### config.mk
export PLATFORM = sky130hd
export DESIGN_NAME = alu_load_sequencer
export DESIGN_NICKNAME = d
export VERILOG_FILES = /design/src/rtl/alu_ctrl_pkg.sv /design/src/rtl/btn_debounce.sv /design/src/rtl/alu_load_sequencer.sv
export SDC_FILE = /design/constraint.sdc
export NUM_CORES = 1
export LEC_CHECK = 0
export CORE_MARGIN = 1.5
export CORE_UTILIZATION = 40
export CTS_CLUSTER_DIAMETER = 30
export DETAILED_ROUTE_END_ITERATION = 12
export GPL_TIMING_DRIVEN = 0
export PLACE_DENSITY = 0.62
export SETUP_SLACK_MARGIN = 0.5
export SLEW_MARGIN = 0
export SYNTH_ARGS = -nofsm -noshare
export SYNTH_HDL_FRONTEND = slang
export SYNTH_SLANG_ARGS = --single-unit
export TNS_END_PERCENT = 5
### constraint.sdc
create_clock -name clk -period 1.9 [get_ports clk]
set_input_delay 0.38 -clock clk [delete_from_list [all_inputs] [get_ports clk]]
set_output_delay 0.38 -clock clk [all_outputs]
set_load 0.05 [all_outputs]
### src/rtl/alu_ctrl_pkg.sv
// Shared definitions for the ALU load sequencer: step/state encodings,
// load bus bit positions and the state-to-strobe mapping.
package alu_ctrl_pkg;

  typedef logic [1:0] state_t;

  localparam state_t WAIT_X  = 2'd0;
  localparam state_t WAIT_Y  = 2'd1;
  localparam state_t WAIT_OP = 2'd2;
  localparam state_t SHOW    = 2'd3;

  localparam int LOAD_X  = 0;
  localparam int LOAD_Y  = 1;
  localparam int LOAD_OP = 2;

  localparam logic [1:0] STEP_SHOW = SHOW;

  // Capture strobe issued when enter is accepted in the given state; SHOW captures nothing.
  function automatic logic [2:0] load_strobe(input state_t s);
    logic [2:0] strobe;
    strobe = 3'b000;
    case (s)
      WAIT_X:  strobe[LOAD_X]  = 1'b1;
      WAIT_Y:  strobe[LOAD_Y]  = 1'b1;
      WAIT_OP: strobe[LOAD_OP] = 1'b1;
      default: strobe = 3'b000;
    endcase
    return strobe;
  endfunction

endpackage

### src/rtl/btn_debounce.sv
// Button conditioner: 2-FF synchronizer, stability counter and a registered
// one-cycle pulse on each accepted press (release gives no pulse).
module btn_debounce #(
  parameter int DEBOUNCE_CYCLES = 1000000,
  parameter int CNT_W           = 20
) (
  input  logic clk,
  input  logic reset,
  input  logic btn,
  output logic press
);

  localparam logic [CNT_W-1:0] CNT_LAST = CNT_W'(DEBOUNCE_CYCLES - 1);
  localparam logic [CNT_W-1:0] CNT_ONE  = CNT_W'(1);

  logic             sync1_r;
  logic             sync2_r;
  logic             stable_r;
  logic             stable_d_r;
  logic             press_r;
  logic [CNT_W-1:0] cnt_r;

  // Synchronize, qualify the level over DEBOUNCE_CYCLES and register its rising edge.
  always_ff @(posedge clk) begin
    if (reset) begin
      sync1_r    <= 1'b0;
      sync2_r    <= 1'b0;
      stable_r   <= 1'b0;
      stable_d_r <= 1'b0;
      press_r    <= 1'b0;
      cnt_r      <= '0;
    end else begin
      sync1_r    <= btn;
      sync2_r    <= sync1_r;
      stable_d_r <= stable_r;
      press_r    <= stable_r & ~stable_d_r;
      // A level must differ from the accepted one for a full window before it is taken.
      if (sync2_r == stable_r) begin
        cnt_r <= '0;
      end else if (cnt_r == CNT_LAST) begin
        stable_r <= sync2_r;
        cnt_r    <= '0;
      end else begin
        cnt_r <= cnt_r + CNT_ONE;
      end
    end
  end

  assign press = press_r;

endmodule

### src/rtl/alu_load_sequencer.sv
// Steps the ALU through x, y and opcode capture on debounced enter presses,
// emitting a one-cycle one-hot load strobe per capture; clear restarts at x.
module alu_load_sequencer
  import alu_ctrl_pkg::*;
#(
  parameter int DEBOUNCE_CYCLES = 1000000,
  parameter int CNT_W           = 20
) (
  input  logic       clk,
  input  logic       reset,
  input  logic       btn_enter,
  input  logic       btn_clear,
  output logic [2:0] load,
  output logic [1:0] step,
  output logic       result_valid
);

  logic       enter_press_s;
  logic       clear_press_s;
  state_t     state_r;
  state_t     next_state_s;
  logic [2:0] load_r;
  logic [2:0] next_load_s;
  logic       result_valid_r;

  btn_debounce #(
    .DEBOUNCE_CYCLES (DEBOUNCE_CYCLES),
    .CNT_W           (CNT_W)
  ) u_enter (
    .clk   (clk),
    .reset (reset),
    .btn   (btn_enter),
    .press (enter_press_s)
  );

  btn_debounce #(
    .DEBOUNCE_CYCLES (DEBOUNCE_CYCLES),
    .CNT_W           (CNT_W)
  ) u_clear (
    .clk   (clk),
    .reset (reset),
    .btn   (btn_clear),
    .press (clear_press_s)
  );

  // Next-state and strobe selection; clear overrides a coincident enter.
  always_comb begin
    next_state_s = state_r;
    next_load_s  = 3'b000;
    if (clear_press_s) begin
      next_state_s = WAIT_X;
    end else if (enter_press_s) begin
      next_load_s = load_strobe(state_r);
      case (state_r)
        WAIT_X:  next_state_s = WAIT_Y;
        WAIT_Y:  next_state_s = WAIT_OP;
        WAIT_OP: next_state_s = SHOW;
        SHOW:    next_state_s = WAIT_X;
        default: next_state_s = WAIT_X;
      endcase
    end else begin
      next_state_s = state_r;
    end
  end

  // State, strobe and valid flag are all registered so the outputs are glitch-free.
  always_ff @(posedge clk) begin
    if (reset) begin
      state_r        <= WAIT_X;
      load_r         <= 3'b000;
      result_valid_r <= 1'b0;
    end else begin
      state_r        <= next_state_s;
      load_r         <= next_load_s;
      result_valid_r <= (next_state_s == STEP_SHOW);
    end
  end

  assign load         = load_r;
  assign step         = state_r;
  assign result_valid = result_valid_r;

endmodule

==> run summary <==
The number of library cell types mapped by synthesis is 35. The area of the core is 5640 sq um. The worst-case vdd ir drop is 0.476 mV. Data arrives at the worst endpoint at roughly 2.0 ns.

The class of the worst hold path is reg -> reg. The synthesized netlist occupies a cell area of 2380 sq um. The via count of the first global-routing pass is between 1500 and 2000. TritonCTS built the clock tree. The share of the yosys chip area belonging to registers is 47.1%.

The die span in y is 80.2 microns. The final setup violation count came out at 0. The routed length per instance is 12.0 microns. The final worst-path cycle share came out at 93.3%. The slew at the pin closest to its max-slew limit is 0.486 ns. The total negative slack is 0 ns. From synthesis to final layout, the design area changed by 22.8%. 0 antenna diodes ended up in the layout. Using the TritonRoute via totals, the vias-per-cell ratio works out to 5.09. Setup slack closes at 0.128 ns.

The routed via count came out at 1859. The placer congestion estimate came out at 0.737. After synthesis, the share of cell area in mux cells is 0.420%.

After clock tree synthesis, the flow added hold-fix buffers numbering 0. The buffer and inverter count on the worst path came out at 1. The required time at the endpoint of the critical path came out at 2.15 ns. The reported max-cap violation count is 0. The critical path in this run is classified as reg -> reg. The total power consumption of the routed design is ~0.002 W. The worst setup path is launched from a flop. The share of flip-flops with an asynchronous set or reset after synthesis is 0%. The critical path's most frequent cell is or4_4.

The worst setup slack before clock tree synthesis came out at 0.0141 ns. The count of clock tree sinks came out at 56. The worst slew margin relative to its limit is about two thirds. The number of warnings issued by yosys is 0.

The final cell utilization of the core came out at between 50 and 60%. The share of the synthesized area in compound gates (AO/OA/AOI/OAI) is 8.04%. The power density normalized to cell area came out at 682 nW/um^2. The count of filler cells inserted in the layout is 520. The maximum number of pins on one net before global-route repair is 19. Clock tree synthesis selected as its root buffer the cell clkbuf_8. Summed over all layers, the global routing overflow is 0. The HPWL reported at the end of detailed placement is 2.91 mm. For this run, the leading register cell type out of synthesis is dfxtp_1. The number of I/O port buffers is 9.

The combinational family with the most area after synthesis is simple AND/OR/NAND/NOR gates. The sum of routed wire length over all layers came out at 4.37 mm. Between clock sinks in the finished design, the worst skew comes to 0.0110 ns. The maximum clock frequency came out at 564 MHz. The die area is roughly 6400 sq um. The finished cells cover 2930 sq um.

The initial cell density of the core came out at 42.2%. Setup repair after global routing could not meet its margin everywhere. The area fraction of the dominant cell type after synthesis is 47.1%. Clock-pin slew was measured on the worst setup and hold paths at 0.11 ns.

The number of hold-slack violations in the final timing report came out at 0. The net count of the mapped netlist came out at 273. The cell count after synthesis came out at approximately 260. The first TritonRoute pass finished after 4 iterations.

The most frequent standard cell in the layout excluding fill and tap cells is dfxtp_1. The synthesized area divided by synthesized cell count came out at 9.02 sq um. STA classifies the critical path endpoint as a flop. The floorplan has 27 rows. The number of nets still failing antenna checks after routing is 0. The later pin in the worst-skew pair is clocked with a latency of 0.31 ns. For this run, design rule violations remaining after detail routing come to 0.

The worst path needs 1.77 ns of the cycle, external delays included. The adder-cell area share of the yosys netlist is 2.63%. In the post-synthesis netlist, the biggest area contributors are dfxtp_1 47%, xnor2_1 7.0%, nor2_1 5.4%. The die extent in x came out at 80.2 microns.

The simple logic cell fraction of the synthesized area came out at about 29%. Counting along the longest clock path gives a buffer depth of 2. In this run the cell area measured after placement is 2640 sq um.

Leaving out fill and tap cells, the most frequent cells in the layout are 35 x dfxtp_1, 34 x nor2_1, 19 x xnor2_1, 13 x nand2_1. In this run, the number of DRC markers left after iteration 0 of detailed routing was 65. The initial antenna violation count is 0. The largest area contributor in the netlist is dfxtp_1. Among cell families on the critical path, the largest total delay comes from simple AND/OR/NAND/NOR gates. The deepest level of the CTS H-tree is 2. The number of buffers added by the clock tree synthesis step came out at 5. In this run the static leakage power is 0.926 nW.

The max-slew violation count is 0. The I/O pin count is 10. The first global-routing pass estimated 7.80 mm of wire. The worst-path maximum fanout is 8. The flow ran to the end, and the final reports show no timing, DRC or antenna violations. The synthesized design contains 56 register bits.

Counting flops with a built-in enable in the synthesized netlist gives 0. Walking the worst path, the cells encountered are nand4_4 -> or4_4 -> buf_6 -> or4_4 -> a21oi_2. The largest individual stage delay along the critical path comes from the cell or4_4. The xor and xnor fraction of the mapped netlist area came out at 9.56%. On the worst path, the slowest cell contributes a delay of 0.53 ns. The total track usage is 15.4%.

The proportion of layout cells with a drive suffix above 1 came out at 23.5%. The final layout contains 301 nets.
## what timing repair did
| item | CTS | global route |
|---|---|---|
| pin swaps | 2 | 3 |
| endpoints found under the setup margin | 51 | 50 |
| gates resized for setup | 25 | 21 |
| buffers inserted | 9 | 3 |
## flip-flops by register name, indices dropped and copies added, names as in the netlist
signal	cells
u_clear.cnt_r	20
u_enter.cnt_r	20
load	3
step	2
result_valid	1
u_clear.press	1
u_clear.stable_d_r	1
u_clear.stable_r	1
u_clear.sync1_r	1
u_clear.sync2_r	1
u_enter.press	1
u_enter.stable_d_r	1
u_enter.stable_r	1
u_enter.sync1_r	1
u_enter.sync2_r	1
## final timing paths
kind | start | to | slack [ns] | cells after the start
setup / recovery | u_enter.cnt_r[2] | u_enter.cnt_r[18] | 0.13 | 5
hold / removal | u_clear.stable_d_r | u_clear.press | 0.39 | 1
setup reg to reg | u_enter.cnt_r[2] | u_enter.cnt_r[18] | 0.13 | 5
hold reg to reg | u_clear.stable_d_r | u_clear.press | 0.39 | 1
## cell type report
| type | count | area [sq um] | share of cell area (%) |
|---|---|---|---|
| buffer | 8 | 63.8 | 2.18 |
| multi-input combinational | 187 | 1270 | 43.4 |
| timing repair buffer | 21 | 169 | 5.77 |
| sequential | 56 | 1170 | 40.0 |
| clock buffer | 5 | 68.8 | 2.35 |
| clock inverter | 3 | 46.3 | 1.58 |
| tap | 72 | 90.1 | 3.08 |
| inverter | 13 | 48.8 | 1.67 |
## cells by family after synthesis
group           count (synthesis)
mux                             1
simple gates                  125
buf+inv                        21
xor+xnor                       26
compound gates                 30
fa+ha+maj                       5
flops                          56
## per-stage QoR
stage,hold slack [ns],instances
floorplan,0.367,264
global placement,0.372,345
detailed placement,0.378,345
CTS,0.394,362
global route,0.401,365
finish,0.392,365
## Yosys cell counts (2+ instances only)
cell / number
a21oi_1: 12
and3_1: 3
clkbuf_1: 6
dfxtp_1: 56
ha_1: 5
inv_1: 13
nand2_1: 13
nand3_1: 14
nand4_1: 6
nand4_2: 2
nor2_1: 34
nor2b_1: 9
nor3_1: 11
nor3b_1: 2
nor4_1: 5
nor4b_1: 4
o21a_1: 2
o21ai_0: 4
o21ba_2: 2
o31ai_1: 9
or2_0: 2
or3_1: 4
or4_1: 10
xnor2_1: 19
xor2_1: 7
## worst register-to-register path, stage by stage (launching register included)
cell and delay (ns):
dfxtp_4 0.38, nand4_4 0.13, or4_4 0.53, buf_6 0.15, or4_4 0.41, a21oi_2 0.13
## report_power, final
group | total (W) | leakage (nW) | switching (W) | internal, W
sequential | 0.00117 | 0.465 | 0.00000294 | 0.00117
combinational | 0.0000351 | 0.406 | 0.0000180 | 0.0000171
clock | 0.000792 | 0.0548 | 0.000395 | 0.000398
## metal layers
layer | up-vias | part of all wire [%] | routed length [microns] | GRT usage [%]
met2 | 21 | 43 | 1860 | 23.0
met3 | 5 | 2.9 | 128 | 3.30
met4 | 0 | 1.0 | 45 | 5.69
li1 | 978 | - | - | -
met1 | 855 | 53 | 2330 | 21.5
met5 | - | 0 | 0 | 0
Power figures use the tool's default switching activity.
